[src/rtl/timer_regressivo_pkg.sv]
// timer_regressivo_pkg: shared state encoding and constants for the countdown timer
package timer_regressivo_pkg;
    typedef enum logic [1:0] {
        IDLE = 2'd0,
        SET  = 2'd1,
        RUN  = 2'd2
    } state_t;
    localparam int TICK_DIV_DEFAULT = 100;
    localparam logic [3:0] BCD_MAX = 4'd9;
endpackage

[src/rtl/timer_regressivo_bcd_digit_down.sv]
// bcd_digit_down: one BCD digit decrement stage with borrow chain and selectable wrap value
module bcd_digit_down
    import timer_regressivo_pkg::*;
#(
    parameter logic [3:0] WRAP = BCD_MAX
) (
    input  logic [3:0] value,
    input  logic       borrow_in,
    output logic [3:0] next,
    output logic       borrow_out
);
    assign borrow_out = borrow_in && value == 4'd0;
    assign next = !borrow_in ? value : borrow_out ? WRAP : value - 4'd1;
endmodule

[src/rtl/timer_regressivo.sv]
// timer_regressivo: keypad-loaded MM:SS BCD countdown with pause, clear and expiry pulse
module timer_regressivo
    import timer_regressivo_pkg::*;
#(
    parameter int TICK_DIV = TICK_DIV_DEFAULT
) (
    input  logic       clk,
    input  logic       rst,
    input  logic       clearn,
    input  logic       enable,
    input  logic       digit_valid,
    input  logic [3:0] digit,
    output logic [3:0] min_tens,
    output logic [3:0] min_units,
    output logic [3:0] sec_tens,
    output logic [3:0] sec_units,
    output logic       zero,
    output logic       timer_done,
    output logic       running
);
    localparam int PW = $clog2(TICK_DIV);
    state_t state, state_n;
    logic [PW-1:0] presc, presc_n;
    logic [3:0][3:0] cnt, cnt_n, dec;
    logic [4:0] borrow;
    logic done_n, entry, counting, wrap;
    assign entry = digit_valid && digit <= BCD_MAX && state != RUN;
    assign counting = enable && state != IDLE;
    assign wrap = presc == PW'(TICK_DIV - 1);
    assign borrow[0] = wrap;
    // sec_tens wraps to 5 so 1:00 becomes 0:59; the other digits wrap to 9
    for (genvar i = 0; i < 4; i++) begin : g_digit
        bcd_digit_down #(.WRAP(i == 1 ? 4'd5 : BCD_MAX)) u_digit (
            .value(cnt[i]),
            .borrow_in(borrow[i]),
            .next(dec[i]),
            .borrow_out(borrow[i+1])
        );
    end
    always_comb begin
        state_n = state;
        cnt_n = cnt;
        presc_n = presc;
        done_n = 1'b0;
        if (!clearn) begin
            state_n = IDLE;
            cnt_n = '0;
            presc_n = '0;
        end else if (entry) begin
            cnt_n = {cnt[2:0], digit};
            state_n = (cnt[2:0] != '0 || digit != 4'd0) ? SET : IDLE;
        end else if (counting) begin
            state_n = RUN;
            presc_n = wrap ? '0 : presc + 1'b1;
            // a borrow out of min_tens would mean underflow; never wrap 0000 to 99:59
            if (wrap && !borrow[4]) begin
                cnt_n = dec;
                if (dec == '0) begin
                    state_n = IDLE;
                    done_n = 1'b1;
                end
            end
        end else if (state == RUN) begin
            state_n = SET;
        end
    end
    always_ff @(posedge clk) begin
        if (rst) begin
            state <= IDLE;
            cnt <= '0;
            presc <= '0;
            timer_done <= 1'b0;
        end else begin
            state <= state_n;
            cnt <= cnt_n;
            presc <= presc_n;
            timer_done <= done_n;
        end
    end
    assign {min_tens, min_units, sec_tens, sec_units} = cnt;
    assign zero = cnt == '0;
    assign running = state == RUN;
endmodule
[config.mk]
export PLATFORM = sky130hd
export DESIGN_NAME = timer_regressivo
export DESIGN_NICKNAME = d
export VERILOG_FILES = /design/src/rtl/timer_regressivo_pkg.sv /design/src/rtl/timer_regressivo_bcd_digit_down.sv /design/src/rtl/timer_regressivo.sv
export SDC_FILE = /design/constraint.sdc
export NUM_CORES = 1
export LEC_CHECK = 0
export CAP_MARGIN = 20
export CORE_UTILIZATION = 54
export CTS_BUF_LIST = sky130_fd_sc_hd__clkbuf_16
export CTS_CLUSTER_SIZE = 16
export DETAILED_ROUTE_END_ITERATION = 7
export HOLD_SLACK_MARGIN = 0.1
export PLACE_DENSITY_LB_ADDON = 0.12
export SLEW_MARGIN = 20
export SYNTH_ARGS = -nofsm -noshare
export SYNTH_HDL_FRONTEND = slang
export SYNTH_HIERARCHICAL = 1
export SYNTH_SLANG_ARGS = --single-unit
[constraint.sdc]
create_clock -name clk -period 4.5 [get_ports clk]
set_clock_uncertainty 0.15 [all_clocks]
set_input_delay 0.675 -clock clk [delete_from_list [all_inputs] [get_ports clk]]
set_output_delay 0.675 -clock clk [all_outputs]
set_load 0.03 [all_outputs]
-- After elaboration in Yosys (flattened, before gate mapping)
Cells that the tools add are included.
- flip-flop bits (word level): 26
- latch bits: 0
- memory bits (writable): 0
- memory bits (read-only): 0
- input port bits: 9
- output and inout port bits: 19
- logic and storage cells: 65
- memories kept: 0
- add/sub/neg operators: 5
- multiply operators: 0
- divide/modulo/power cells: 0
- magnitude comparators: 1
- eq/ne operators: 3
- shift-type cells: 0
- mux-type cells: 19
- bitwise gates (word level): 4
- reduce and logical (&&, ||, !) cells: 26
- operators with widths (kind ; number):
    $mux W16 ; 3
    $logic_not A16 Y1 ; 2
    $mux W4 ; 8
    $logic_not A4 Y1 ; 4
    $sub A4 B1 Y4 const B ; 4
    $reduce_bool A12 Y1 ; 1
    $mux W2 ; 5
    $logic_and A1 B1 Y1 ; 8
    $add A7 B1 Y7 const B ; 1
    $eq A7 B7 Y1 const B ; 1
    $mux W7 ; 1
    $reduce_bool A2 Y1 ; 3
    $reduce_or A5 Y1 ; 1
    $le A4 B4 Y1 const B ; 1
    $not A1 Y1 ; 4
    $reduce_and A2 Y1 ; 2
    $reduce_bool A4 Y1 ; 1
    $reduce_bool A3 Y1 ; 1
    $eq A2 B2 Y1 const B ; 1
    $mux W1 ; 2
    $ne A2 B2 Y1 const B ; 1
    $reduce_or A2 Y1 ; 1
    $logic_not A1 Y1 ; 1
    $logic_or A1 B1 Y1 ; 1

-- Depth between registers and ports, before layout
Gate-level depths: netlist (run 1).
- depth after elaboration: 12
- depth in mapped cells: 16
- gate-level depth less buffers: 16

-- By module
Netlist (run 1), hierarchy kept.
- by module, submodules not included (module ; instances ; cells each ; area each (sq um)):
    timer_regressivo ; 1 ; 151 ; 1333.8
    bcd_digit_down (g_digit[0].u_digit ...) ; 3 ; 18 ; 120.1
    bcd_digit_down (g_digit[1].u_digit) ; 1 ; 17 ; 135.1

-- Least setup slack after synthesis (run 1)
No wires, ideal clock.
- kind: reg-to-reg
- start: register presc[0]
- end: register timer_done
- setup time: 0.065 ns
- data arrival time: 3.510 ns
- slack: 0.775 ns
- cell stages (with the launch flop): 17
- path through: dfxtp_1 > ha_1 > and2_1 > nand2_1 > inv_1 > and2b_1 > nor2b_1 > nor3b_1 > and2b_1 > nor2b_1 > nand2_1 > nand2_1 > o21ai_0 > nor4_1 > nand4_1 > or4_1 > nor2_1
- RTL lines (item ; RTL line ; RTL):
    start, declared ; timer_regressivo.sv:23 ; logic [PW-1:0] presc, presc_n;
    start signal, assigned ; timer_regressivo.sv:76 ; presc <= presc_n;
    end signal, assigned ; timer_regressivo.sv:77 ; timer_done <= done_n;
    end, declared ; timer_regressivo.sv:18 ; output logic timer_done,

==> metrics.md, run 1 <==
| Metric | Value |
|---|---|
| IO buf count | `27` |
| Post-route antenna net violation count | `0` |
| Endpoints failing hold | `0` |
| Area Overhead vs Synth | `21.0%` |
| Max-cap viol count | `0` |
| Critical Path Start Type | `flip-flop` |
| I/O Pins | `28` |
| Clock share of power | `48.1%` |
| Power Density | `around 250 nW/um^2` |
| Hold WC Path Type | `reg2reg` |
| Run status | `completed` |
| Logic pwr share | `8.7%` |
| Final setup fails | `0` |
| Initial antenna violation count | `0` |
| Unrepaired setup endpoints after global routing | `no` |
| Total track usage | `between 20 and 30%` |
| Vias in the first global route | `1,520` |
| Drt pass-1 iters | `4` |
| Cell Rows | `20` |
| Die Wd | `60.2 um` |
| Slew margin rel. | `44.0%` |
| Syn avg cell area | `8.24 um^2` |
| Largest area contributor in the netlist | `dfxtp_1` |
| Post-Route WL | `~4200 um` |
| Tmin final | `4.04 ns` |
| Synth async-reset ratio | `0%` |
| Synth Flop Type | `dfxtp_1` |
| Syn Inst Count | `about 220` |
| Detailed-placement wirelength estimate | `just over 3000 um` |
| CP required | `4.55 ns` |
| Total net switching power | `0.115 mW` |
| Most common cell after layout, fill and taps aside | `clkdlybuf4s50_1` |
| Peak fanout along the critical path | `7` |
| Clock Root Buffer | `clkbuf_16` |
| Maximum vdd drop | `0.147 mV` |
| Total grt overflow | `0` |
| Sw frac | `about a fifth` |
| Netlist cell types | `just under 50` |
| Core Util, Final | `between 70 and 80%` |
| Metal-1 WL | `2070 um` |
| Vias | `between 1,500 and 2,000` |
| DR vias/cell | `5.75` |
| Starting density of the core | `~58%` |
| Sequential area share after synthesis | `28.5%` |
| Bufs on Longest Clock Path | `2` |
| Largest net degree at the start of global routing | `17` |
| CP Data Arrival Time | `a little over 4 ns` |
| Post-synth EDFFs | `0` |
| Synth area leaders | `dfxtp_1 (28%), mux2i_1 (8.8%), ha_1 (6.2%)` |
| H-tree Lvls | `1` |
| Residual DRC count | `0` |
| CORE AREA | `3130 um^2` |
| CTS tree | `done` |
| Setup TNS | `0 ns` |
| WS Path Type | `reg2reg` |
| Non-Filler Instances | `293` |
| Top layer reached by signal wires | `met4` |
| P_int | `between 0.4 and 0.5 mW` |
| Final Cycle Share | `between 80% and 90%` |
| First-pass GRT wire length | `between 7000 and 8000 um` |
| Antenna diode count | `0` |
| Postcts setup bufs | `0` |
| Clk slew on worst S/H paths | `0.07 ns` |
| Met3 wire length | `215 um` |
| YS warnings | `6` |
| Crit end category | `flip-flop` |
| Leak pwr | `0.748 nW` |
| Die Y | `60.2 um` |
| Sequential share of power | `a little over two fifths` |
| Post-synth net total | `240` |
| Nets | `268` |
| RD Place Congestion | `0.927` |
| Skew-Pair Late Insertion Delay | `0.26 ns` |
| Max Slew Vio Count | `0` |
| Least-Margin Pin Slew | `between 0.8 and 0.9 ns` |
| Max Clock Freq | `~250 MHz` |
| Met2 Wirelength | `1900 um` |
| CTS Buf Count | `3` |
| Mapped Area | `1830 um^2` |
| Clock Sinks | `26` |
| Yosys top cell area share | `28.5%` |
| Area of the die | `about 3600 um^2` |
| DRT iter0 DRCs | `88` |
| Placed instance count | `289` |
| Flops & latches, synth | `26` |
| Routed len/inst | `14.4 um` |
| Ratio of cells with drive above 1 in the final layout | `7.23%` |
| Most frequent cells in the layout | `clkdlybuf4s50_1 (27), dfxtp_1 (26), nand2_1 (25), o21ai_1 (20), mux2i_1 (16)` |
-- sequential cells by signal (all words and copies together), names as in the netlist --
| register | count |
|---|---|
| presc | 7 |
| min_tens | 4 |
| min_units | 4 |
| sec_tens | 4 |
| sec_units | 4 |
| state | 2 |
| timer_done | 1 |
-- kinds of logic after synthesis --
kind of cell | synth area share [%]
AND/OR/NAND/NOR | 29.0
XOR/XNOR | 2.39
buffers and inverters | 5.88
adder cells (fa/ha/maj) | 6.16
multiplexers | 9.37
flip-flops | 28.5
AO/OA/AOI/OAI | 18.7
-- metal layers --
metal | GRT usage [%] | vias to the layer above
met1 | 37.6 | 777
met2 | 39.7 | 43
met4 | 7.97 | 0
met3 | 2.81 | 5
li1 | - | 859
met5 | 0 | -
-- worst paths after layout --
path,startpoint,slack [ns],cells past startpoint,endpoint
hold / removal,presc[6]$_SDFFE_PP0P_,0.34,2,presc[6]$_SDFFE_PP0P_
hold reg to reg,presc[6]$_SDFFE_PP0P_,0.34,2,presc[6]$_SDFFE_PP0P_
setup / recovery,presc[1]$_SDFFE_PP0P_,0.46,15,timer_done$_SDFF_PP0_
setup reg to reg,presc[1]$_SDFFE_PP0P_,0.46,15,timer_done$_SDFF_PP0_
-- cells in the mapped netlist, types with 2 or more instances --
cell type	n
dfxtp_1	26
nor4_1	8
xor2_1	4
a21oi_1	10
nand3_1	7
o21ai_0	6
or4_1	3
nor2_1	9
nor3b_1	2
inv_1	12
and3_1	2
or3_1	6
mux2i_1	16
nand2_1	25
nand2b_1	11
o21bai_2	3
o22ai_1	4
o21ai_1	20
ha_1	9
buf_6	2
a41oi_1	3
and2b_1	3
and2_1	2
nor2b_1	4
-- metrics by stage --
stage | cell area [um^2] | hold WS (ns) | worst slack, ns | total power [mW]
final | 2210 | 0.338 | 0.465 | 0.544
after global routing | 2210 | 0.357 | 0.0586 | 0.561
after CTS | 2210 | 0.341 | 0.373 | 0.546
after detailed placement | 2110 | 0.326 | 0.428 | 0.287
after global placement | 2110 | 0.317 | 0.517 | 0.287
after floorplan | 1830 | 0.294 | 0.775 | 0.268
-- power groups by stage --
stage / Combinational (mW) / Sequential, mW / Clock [mW]
finish: 0.0471 / 0.236 / 0.262
global route: 0.0514 / 0.236 / 0.274
CTS: 0.0469 / 0.236 / 0.264
detailed placement: 0.0463 / 0.241 / 0
global placement: 0.0464 / 0.241 / 0
floorplan: 0.0259 / 0.242 / 0
-- what timing repair did --
| item | CTS | global route |
|---|---|---|
| resized for setup | 0 | 1 |
| hold endpoints to repair | 0 | 0 |
| setup endpoints to repair | 0 | 16 |
| hold buffers | 0 | 0 |
-- worst max-delay path: stages (launching register included) --
cell	delay (ns)
dfxtp_1	0.38
ha_1	0.20
and2_1	0.17
nand2_1	0.12
inv_1	0.19
and2b_1	0.18
nor2b_1	0.38
nor3b_1	0.33
and2b_1	0.21
nor2b_1	0.37
and2b_1	0.22
a41oi_1	0.16
nor4_1	0.25
nand4_1	0.17
or4_1	0.42
nor2_1	0.09
-- final cells by class --
class,count,area [um^2]
flip-flops and latches,26,520
multi-input cells,177,1200
inverters,14,52.6
well taps,44,55.1
clock buffers,3,75.1
fillers,259,915
clock inverters,1,30.0
repair buffers,28,278
(Power assumes the default switching activity.)
==> inputs of run 2 (changes only) <==
Clock period 4.5 ns to 4.35 ns, I/O delays scaled along.
==> run 2 against run 1 <==
  * Die area did not move
  * Worst hold slack got worse by 0.014 ns
  * Sequential power rose by 3%
  * Critical path type unchanged
  * Combinational power rose by 3%
  * Critical endpoint unchanged
  * Non-clock buffer count rose by 1
==> metrics.md, run 2 (synthesized netlist as in run 1, its figures left out) <==
| Metric | Value |
|---|---|
| Vias | `1,685 (was 1,684)` |
| Total track usage | `25.9% (was 26.0%)` |
| Final Cycle Share | `86.4% (was 89.7%)` |
| Die Y | `60.2 um (unchanged)` |
| CTS tree | `done (unchanged)` |
| Final setup fails | `0 (unchanged)` |
| Clk slew on worst S/H paths | `0.07 ns (about the same)` |
| WS Path Type | `reg2reg (unchanged)` |
| DR vias/cell | `5.73 (was 5.75)` |
| Clock Sinks | `26 (unchanged)` |
| Leak pwr | `0.741 nW (was 0.748 nW)` |
| Largest Register | `presc (unchanged)` |
| Unrepaired setup endpoints after global routing | `no (unchanged)` |
| Worst Path Buf+Inv | `1 (unchanged)` |
| Die Wd | `60.2 um (unchanged)` |
| Crit end category | `flip-flop (unchanged)` |
| Cell Rows | `20 (unchanged)` |
| Vias in the first global route | `1,472 (was 1,520)` |
| Critical Path Start Type | `flip-flop (unchanged)` |
| Most frequent cells in the layout | `clkdlybuf4s50_1 (27), dfxtp_1 (26), nand2_1 (25), o21ai_1 (20), mux2i_1 (16) (unchanged)` |
| I/O Pins | `28 (unchanged)` |
| Clock Root Buffer | `clkbuf_16 (unchanged)` |
| Critical-path top delay cell | `or4_1 (unchanged)` |
| Maximum vdd drop | `0.161 mV (was 0.147 mV)` |
| CP dominant cell by count | `and2b_1 (unchanged)` |
| Least-Margin Pin Slew | `0.876 ns (was 0.834 ns)` |
| CORE AREA | `3130 um^2 (unchanged)` |
| Most common cell after layout, fill and taps aside | `clkdlybuf4s50_1 (unchanged)` |
| Area of the die | `3620 um^2 (unchanged)` |
| Endpoints failing hold | `0 (unchanged)` |
| Max reg flops | `7 (unchanged)` |
| CTS Buf Count | `3 (unchanged)` |
| First-pass GRT wire length | `6930 um (was 7070 um)` |
| Max Slew Vio Count | `0 (unchanged)` |
| Tmin final | `3.76 ns (was 4.04 ns)` |
| CP peak stage delay | `0.44 ns (was 0.42 ns)` |
| Post-route antenna net violation count | `0 (unchanged)` |
| Peak fanout along the critical path | `7 (unchanged)` |
| Detailed-placement wirelength estimate | `3090 um (was 3050 um)` |
| Routed len/inst | `14.3 um (was 14.4 um)` |
| IO buf count | `27 (unchanged)` |
| Area Overhead vs Synth | `20.0% (was 21.0%)` |
| Nets | `269 (was 268)` |
| Bufs on Longest Clock Path | `2 (unchanged)` |
| Tot Pwr | `0.504 mW (was 0.544 mW)` |
| RD Place Congestion | `0.874 (was 0.927)` |
| CP Cell Sequence | `ha_1 -> and2_1 -> nand2_1 -> inv_1 -> and2b_1 -> nor2b_1 -> nor3b_1 -> and2b_1 -> nor2b_1 -> and2b_1 -> a41oi_1 -> nor4_1 -> nand4_1 -> or4_1 -> nor2_1 (unchanged)` |
| Ratio of cells with drive above 1 in the final layout | `7.20% (was 7.23%)` |
| Max-cap viol count | `0 (unchanged)` |
| Initial antenna violation count | `0 (unchanged)` |
| Largest net degree at the start of global routing | `17 (unchanged)` |
| Run status | `completed (unchanged)` |
| Skew-Pair Late Insertion Delay | `0.26 ns (about the same)` |
| Core Util, Final | `70.2% (was 70.8%)` |
| Residual DRC count | `0 (unchanged)` |
| CP required | `4.40 ns (was 4.55 ns)` |
| Post-Route WL | `4200 um (was 4220 um)` |
| Hold-fix buffers, CTS | `0 (unchanged)` |
| Starting density of the core | `58.5% (unchanged)` |
| Setup TNS | `0 ns (unchanged)` |
| Antenna diode count | `0 (unchanged)` |
| Max Clock Freq | `266 MHz (was 248 MHz)` |
| Slew margin rel. | `41.2% (was 44.0%)` |
| Power Density | `230 nW/um^2 (was 246 nW/um^2)` |
| Hold WC Path Type | `reg2reg (unchanged)` |
| DRT iter0 DRCs | `79 (was 88)` |
| CP Data Arrival Time | `3.81 ns (was 4.09 ns)` |
| Total grt overflow | `0 (unchanged)` |
| H-tree Lvls | `1 (unchanged)` |
| Cell family with most CP delay | `simple AND/OR/NAND/NOR gates (unchanged)` |
| Drt pass-1 iters | `4 (unchanged)` |
==> run 2: routing by layer <==
metal / track usage, % / vias to the layer above / share of wire [%]
li1: - / 861 / -
met1: 36.7 / 778 / 49
met2: 40.2 / 42 / 45
met3: 5.19 / 4 / 5.2
met4: 4.98 / 0 / 0.64
met5: 0 / - / 0
==> run 2: per-stage QoR <==
stage	std cells	hold slack, ns	worst slack (ns)	instance area, um^2
after global placement	290	0.315	0.611	2110
after CTS	294	0.328	0.514	2190
final	294	0.324	0.593	2190
after floorplan	222	0.294	0.625	1830
after global routing	294	0.348	0.144	2190
after detailed placement	290	0.319	0.548	2110
==> run 2: layout make-up <==
| type | count | area, um^2 |
|---|---|---|
| tap | 44 | 55.1 |
| timing repair buffer | 29 | 285 |
| clock buffer | 3 | 75.1 |
| multi-input combinational | 177 | 1200 |
| sequential | 26 | 520 |
| clock inverter | 1 | 3.75 |
| inverter | 14 | 52.6 |
| fill | 263 | 933 |
==> run 2: worst paths after layout <==
check,start,endpoint,slack [ns],cells after the start
worst max-delay path,presc[0]$_SDFFE_PP0P_,timer_done$_SDFF_PP0_,0.59,15
worst min register to register,presc[1]$_SDFFE_PP0P_,presc[1]$_SDFFE_PP0P_,0.32,2
worst max register to register,presc[0]$_SDFFE_PP0P_,timer_done$_SDFF_PP0_,0.59,15
worst min-delay path,presc[1]$_SDFFE_PP0P_,presc[1]$_SDFFE_PP0P_,0.32,2
==> run 2: power by group <==
part | switching (mW) | internal (mW) | leakage, nW
logic | 0.0280 | 0.0207 | 0.492
registers | 0.00404 | 0.240 | 0.210
clock network | 0.0882 | 0.123 | 0.0385
==> run 2: what timing repair did <==
action,CTS,global route
buffers inserted,0,0
resized for setup,0,1
setup endpoints to repair,0,1
==> run 2: worst min-delay path, stage by stage (launching register included) <==
cell and delay (ns):
dfxtp_1 0.32, nand2_1 0.06, a21oi_1 0.05
